## config.mk

```make
export PLATFORM = sky130hd
export DESIGN_NAME = viterbi_chan_lfsr
export DESIGN_NICKNAME = d
export VERILOG_FILES = /design/src/rtl/viterbi_chan_pkg.sv /design/src/rtl/viterbi_chan_lfsr.sv
export SDC_FILE = /design/constraint.sdc
export NUM_CORES = 1
export LEC_CHECK = 0
export BUFFER_PORTS_ARGS = -buffer_cell sky130_fd_sc_hd__clkbuf_2
export CORE_ASPECT_RATIO = 0.75
export CORE_MARGIN = 5
export CORE_UTILIZATION = 50
export CTS_CLUSTER_SIZE = 30
export DETAILED_ROUTE_END_ITERATION = 8
export PLACE_DENSITY = 0.79
export SETUP_SLACK_MARGIN = 0.02
export SLEW_MARGIN = 20
export SYNTH_ARGS = -nofsm -noshare
export SYNTH_HDL_FRONTEND = slang
export SYNTH_SLANG_ARGS = --single-unit
export TNS_END_PERCENT = 100
```

## constraint.sdc

```tcl
create_clock -name clk -period 1.2 [get_ports clk]
set_clock_uncertainty 0.15 [all_clocks]
set_input_delay 0.06 -clock clk [delete_from_list [all_inputs] [get_ports clk]]
set_output_delay 0.06 -clock clk [all_outputs]
set_load 0.01 [all_outputs]
```

## src/rtl/viterbi_chan_pkg.sv

```systemverilog
// Shared types and helpers for the Viterbi test-harness bit-error channel.
package viterbi_chan_pkg;

   typedef enum logic [1:0] {
      MODE_OFF    = 2'd0,
      MODE_RANDOM = 2'd1,
      MODE_BURST  = 2'd2,
      MODE_FIXED  = 2'd3
   } chan_mode_e;

   typedef enum logic {
      ST_IDLE  = 1'b0,
      ST_BURST = 1'b1
   } chan_state_e;

   localparam logic [31:0] LFSR_TAPS_32 = 32'h80200003;

   // Galois taps for the supported generator widths; 32 is the reference width.
   function automatic logic [31:0] lfsr_taps(input int w);
      case (w)
         8:       lfsr_taps = 32'h0000_00B8;
         16:      lfsr_taps = 32'h0000_B400;
         24:      lfsr_taps = 32'h00E1_0000;
         default: lfsr_taps = LFSR_TAPS_32;
      endcase
   endfunction

   function automatic logic [31:0] popcount(input logic [31:0] v);
      popcount = '0;
      for (int i = 0; i < 32; i++) popcount = popcount + 32'(v[i]);
   endfunction

endpackage

```

## src/rtl/viterbi_chan_lfsr.sv

```systemverilog
// Right-shifting Galois LFSR that steps once per asserted adv.
module viterbi_chan_lfsr
   import viterbi_chan_pkg::*;
#(
   parameter int                LFSR_W = 32,
   parameter logic [LFSR_W-1:0] SEED   = LFSR_W'(1)
) (
   input  logic              clk,
   input  logic              rst,
   input  logic              adv,
   output logic [LFSR_W-1:0] state
);

   localparam logic [LFSR_W-1:0] TAPS     = LFSR_W'(lfsr_taps(LFSR_W));
   // An all-zero state would lock the generator up.
   localparam logic [LFSR_W-1:0] SEED_EFF = (SEED == '0) ? LFSR_W'(1) : SEED;

   logic [LFSR_W-1:0] state_q, state_d;

   always_comb begin
      state_d = state_q;
      if (adv) state_d = state_q[0] ? ((state_q >> 1) ^ TAPS) : (state_q >> 1);
   end

   always_ff @(posedge clk or negedge rst) begin
      if (!rst) state_q <= SEED_EFF;
      else      state_q <= state_d;
   end

   assign state = state_q;

endmodule

```

==> impl_metrics.py <==
metrics = {
    "critical_path": {
        "worst_path_required_ps": 990,
        "worstReg2RegStart": "state[0]$_DFFE_PN1P_",
        "timing.critical_path.to_type": "output port",
        "reg2reg_slack_ps": 30,
        "critPathLaunchType": "flop",
        "timing.rr.end": "state[0]$_DFFE_PN1P_",
        "worst_r2r_path_depth": 4,
        "crit_path_cell_chain": "buf_6 -> buf_8",
        "critical_path.slowest_cell": "sky130_fd_sc_hd__dfstp_2",
        "arrival_ps": 1080,
        "crit_path_max_incr_delay_ps": 560,
        "crit_path_max_fanout": 2,
        "worst-setup-path-type": "flop to output port",
    },
    "floorplan": {
        "floorplan.die.height_um": 54.7,
        "start_util_pct": 51.6,
        "num_io_pins": 35,
        "die_ar_sq_um": 3810,
        "core-area_sq_um": 2580,
        "die_w_um": 69.6,
        "floorplan.rows": 16,
    },
    "global_routing": {
        "grt_max_degree": 18,
        "global_route.usage.total_pct": 13.9,
        "globalRoute.totalOverflow": 0,
        "grt_first_pass_wirelength_um": 3880,
        "antenna_found_initial": 0,
        "number_of_global_route_vias_before_repair": 781,
    },
    "synth": {
        "share_of_the_synthesized_area_in_the_top_cell_type_pct": 58.2,
        "post_synthesis_simple_gate_area_fraction_pct": 0.845,
        "synth.yosys.seq_area_share_pct": 60.2,
        "most_repeated_cell_in_the_gate_level_netlist_after_synthesis": "sky130_fd_sc_hd__dfrtp_1",
        "leading_post_synthesis_cells_by_cell_area": "sky130_fd_sc_hd__dfrtp_1, sky130_fd_sc_hd__mux2_4, sky130_fd_sc_hd__mux2_2, sky130_fd_sc_hd__buf_12, sky130_fd_sc_hd__dfstp_2",
        "async_flop_share_pct": 100,
        "synthesis.area_per_instance_sq_um": 18.3,
        "yosys.area_share.xor_xnor_pct": 1.97,
        "mappedNetlistArea_sq_um": 1330,
        "synth-edff-count": 0,
        "synth-adder-area-share_pct": 0,
        "share_of_the_synthesized_area_in_compound_gates_ao_oa_aoi_oai_pct": 0.751,
        "synth_common_cells": "sky130_fd_sc_hd__dfrtp_1, sky130_fd_sc_hd__mux2_4, sky130_fd_sc_hd__mux2_2",
        "netlist_instances": 73,
        "synth_flop_cell": "sky130_fd_sc_hd__dfrtp_1",
        "ys_types": 10,
        "largest_family_of_logic_cells_by_synthesized_area": "multiplexers",
        "mappedNetlistNets": 76,
        "yosys_warnings": 0,
        "mux_contribution_to_synthesized_area_pct": 31.5,
        "yosys.area.top_type": "sky130_fd_sc_hd__dfrtp_1",
        "synth.ff_latch_count": 32,
    },
    "power_and_ir_drop": {
        "total_switching_power_mw": 1.60,
        "clock_network_power_share_pct": 13.2,
        "sw_frac_of_total_pct": 33.6,
        "worst_ir_drop_vdd_uv": 1380,
        "leakage_nw": 0.851,
        "sequentialPowerShare_pct": 44.8,
        "cellPowerDensity_nw_per_um2": 2830,
        "cellInternalPower_mw": 3.16,
        "power.share.combinational_pct": 42.0,
    },
    "final_layout": {
        "nNetsFinal": 123,
        "diodes": 0,
        "areaGrowthSynthToFinish_pct": 25.8,
        "final_area_sq_um": 1680,
        "drive_above_1_share_pct": 66.9,
        "largest_reg_flops": 32,
    },
    "drt": {
        "drtPass1Iterations": 3,
        "viasPerCell": 4.85,
        "first_iter_violations": 26,
        "routed_wirelength_um": 2410,
        "vias": 761,
        "drt_drc_violations_left": 0,
        "detail-route-antenna-nets": 0,
        "routed_wire_length_per_instance_um": 15.3,
    },
    "sta": {
        "worst-slew-pin-transition_ps": 219,
        "fin_crit_ps": 1290,
        "final_report_hold_violation_count": 0,
        "final_critical_path_setup_slack_ps": -91.7,
        "grt_setup_unrepaired": "yes",
        "worst_slew_margin_rel_pct": 85.4,
        "setup-tns-final_ps": -91.7,
        "finalMaxSlewViolations": 0,
        "hold_ws_ps": 63.3,
        "fmaxAchievable_mhz": 774,
        "part_of_the_cycle_the_worst_path_needs_pct": 108,
        "setup_viol": 1,
    },
    "clock_network": {
        "clock_tree_from_tritoncts": "done",
        "path_clk_slew_ps": 100,
        "clock_latency_on_the_worst_skew_pair_ps": 320,
        "cts_made_buffers": 5,
        "clock-root-buffer": "sky130_fd_sc_hd__clkbuf_4",
        "numClockSinks": 32,
        "clock_tree.htree_level_count": 2,
        "cts_max_path_buffers": 2,
    },
    "run_status": {
        "outcome": "complete, but fails checks",
        "failed_checks": "negative setup slack",
    },
    "placed_design": {
        "buffer_ports.inserted": 34,
        "place_hpwl_um": 1690,
        "gp_congestion": 0.653,
        "placedInstanceArea_sq_um": 1550,
    },
    "min_path": {
        "worst_hold_check_path_type": "primary input to async pin",
    },
    "run": {
        "drv.max_cap_violation_count": 0,
    },
}
final cells by class:
cell class	instances	area [sq um]
Sequential cell	32	802
Fill cell	200	906
Timing Repair Buffer	44	293
Tap cell	36	45.0
Clock inverter	2	10.0
Multi-Input combinational cell	37	475
Clock buffer	6	51.3
timing repair:
action,4_1_cts,5_1_grt
setup endpoints to repair,1,2
pin swaps,0,2
gates resized for setup,2,3
endpoints found under the hold margin,34,0
hold buffers,2,0
buffers inserted,1,2
kinds of logic after synthesis:
family                 after synthesis
buffers and inverters                4
AND/OR/NAND/NOR                      3
multiplexers                        29
XOR/XNOR                             3
flip-flops                          32
AO/OA/AOI/OAI                        2
placed cells by master, fill, tap and decap left out:
cell | synthesis | layout
sky130_fd_sc_hd__nand2_1 | 1 | 1
sky130_fd_sc_hd__xnor2_2 | 0 | 1
sky130_fd_sc_hd__clkbuf_8 | 0 | 1
sky130_fd_sc_hd__clkbuf_2 | 0 | 33
sky130_fd_sc_hd__clkinv_2 | 0 | 2
sky130_fd_sc_hd__nor2_1 | 2 | 2
sky130_fd_sc_hd__a21oi_1 | 2 | 2
sky130_fd_sc_hd__dlygate4sd3_1 | 0 | 2
sky130_fd_sc_hd__dfstp_2 | 1 | 1
sky130_fd_sc_hd__xnor2_1 | 3 | 2
sky130_fd_sc_hd__buf_12 | 2 | 2
sky130_fd_sc_hd__buf_8 | 0 | 1
sky130_fd_sc_hd__mux2_4 | 25 | 25
sky130_fd_sc_hd__buf_6 | 2 | 2
sky130_fd_sc_hd__dfrtp_1 | 31 | 31
sky130_fd_sc_hd__buf_4 | 0 | 4
sky130_fd_sc_hd__clkbuf_4 | 0 | 5
sky130_fd_sc_hd__mux2_2 | 4 | 4
power by group through the flow:
stage               clock network (mW)  registers (mW)  logic (mW)
floorplan                            0            2.32       0.866
global placement                     0            2.09        1.81
detailed placement                   0            2.16        1.84
CTS                              0.649            2.13        1.93
global route                     0.698            2.20        2.15
finish                           0.626            2.13        2.00
metal layers:
metal | wire length (um) | global-route usage, % | share of wire [%] | vias to the layer above
li1 | - | - | - | 345
met1 | 1060 | 16.1 | 44 | 388
met2 | 1150 | 20.9 | 48 | 26
met3 | 180 | 8.44 | 7.5 | 2
met4 | 15 | 6.69 | 0.62 | 0
met5 | 0 | 0 | 0 | -
per-stage QoR:
| stage | cells | setup slack, ps | utilization (%) | total power [mW] |
|---|---|---|---|---|
| after CTS | 155 | -126 | 63.9 | 4.71 |
| final | 157 | -91.7 | 64.9 | 4.75 |
| after global routing | 157 | -124 | 64.9 | 5.05 |
| after detailed placement | 144 | 168 | 59.9 | 3.99 |
| after global placement | 144 | 185 | 59.9 | 3.90 |
| after floorplan | 73 | 155 | - | 3.18 |
worst max-delay path, delay by kind of cell (launching register included):
family	cells	cell delay [ps]
DFF	1	560
buffers and inverters	2	200
worst max-delay path by stage:
stage,startpoint,end,cells past startpoint
global placement,state[0]$_DFFE_PN1P_,state[31]$_DFFE_PN0P_,2
CTS,state[0]$_DFFE_PN1P_,state[0],2
global route,state[0]$_DFFE_PN1P_,state[0],2
finish,state[0]$_DFFE_PN1P_,state[0],2
floorplan,state[0]$_DFFE_PN1P_,state[1]$_DFFE_PN0P_,2
detailed placement,state[0]$_DFFE_PN1P_,state[31]$_DFFE_PN0P_,2
Note: power is estimated with default switching activity, not from simulation.
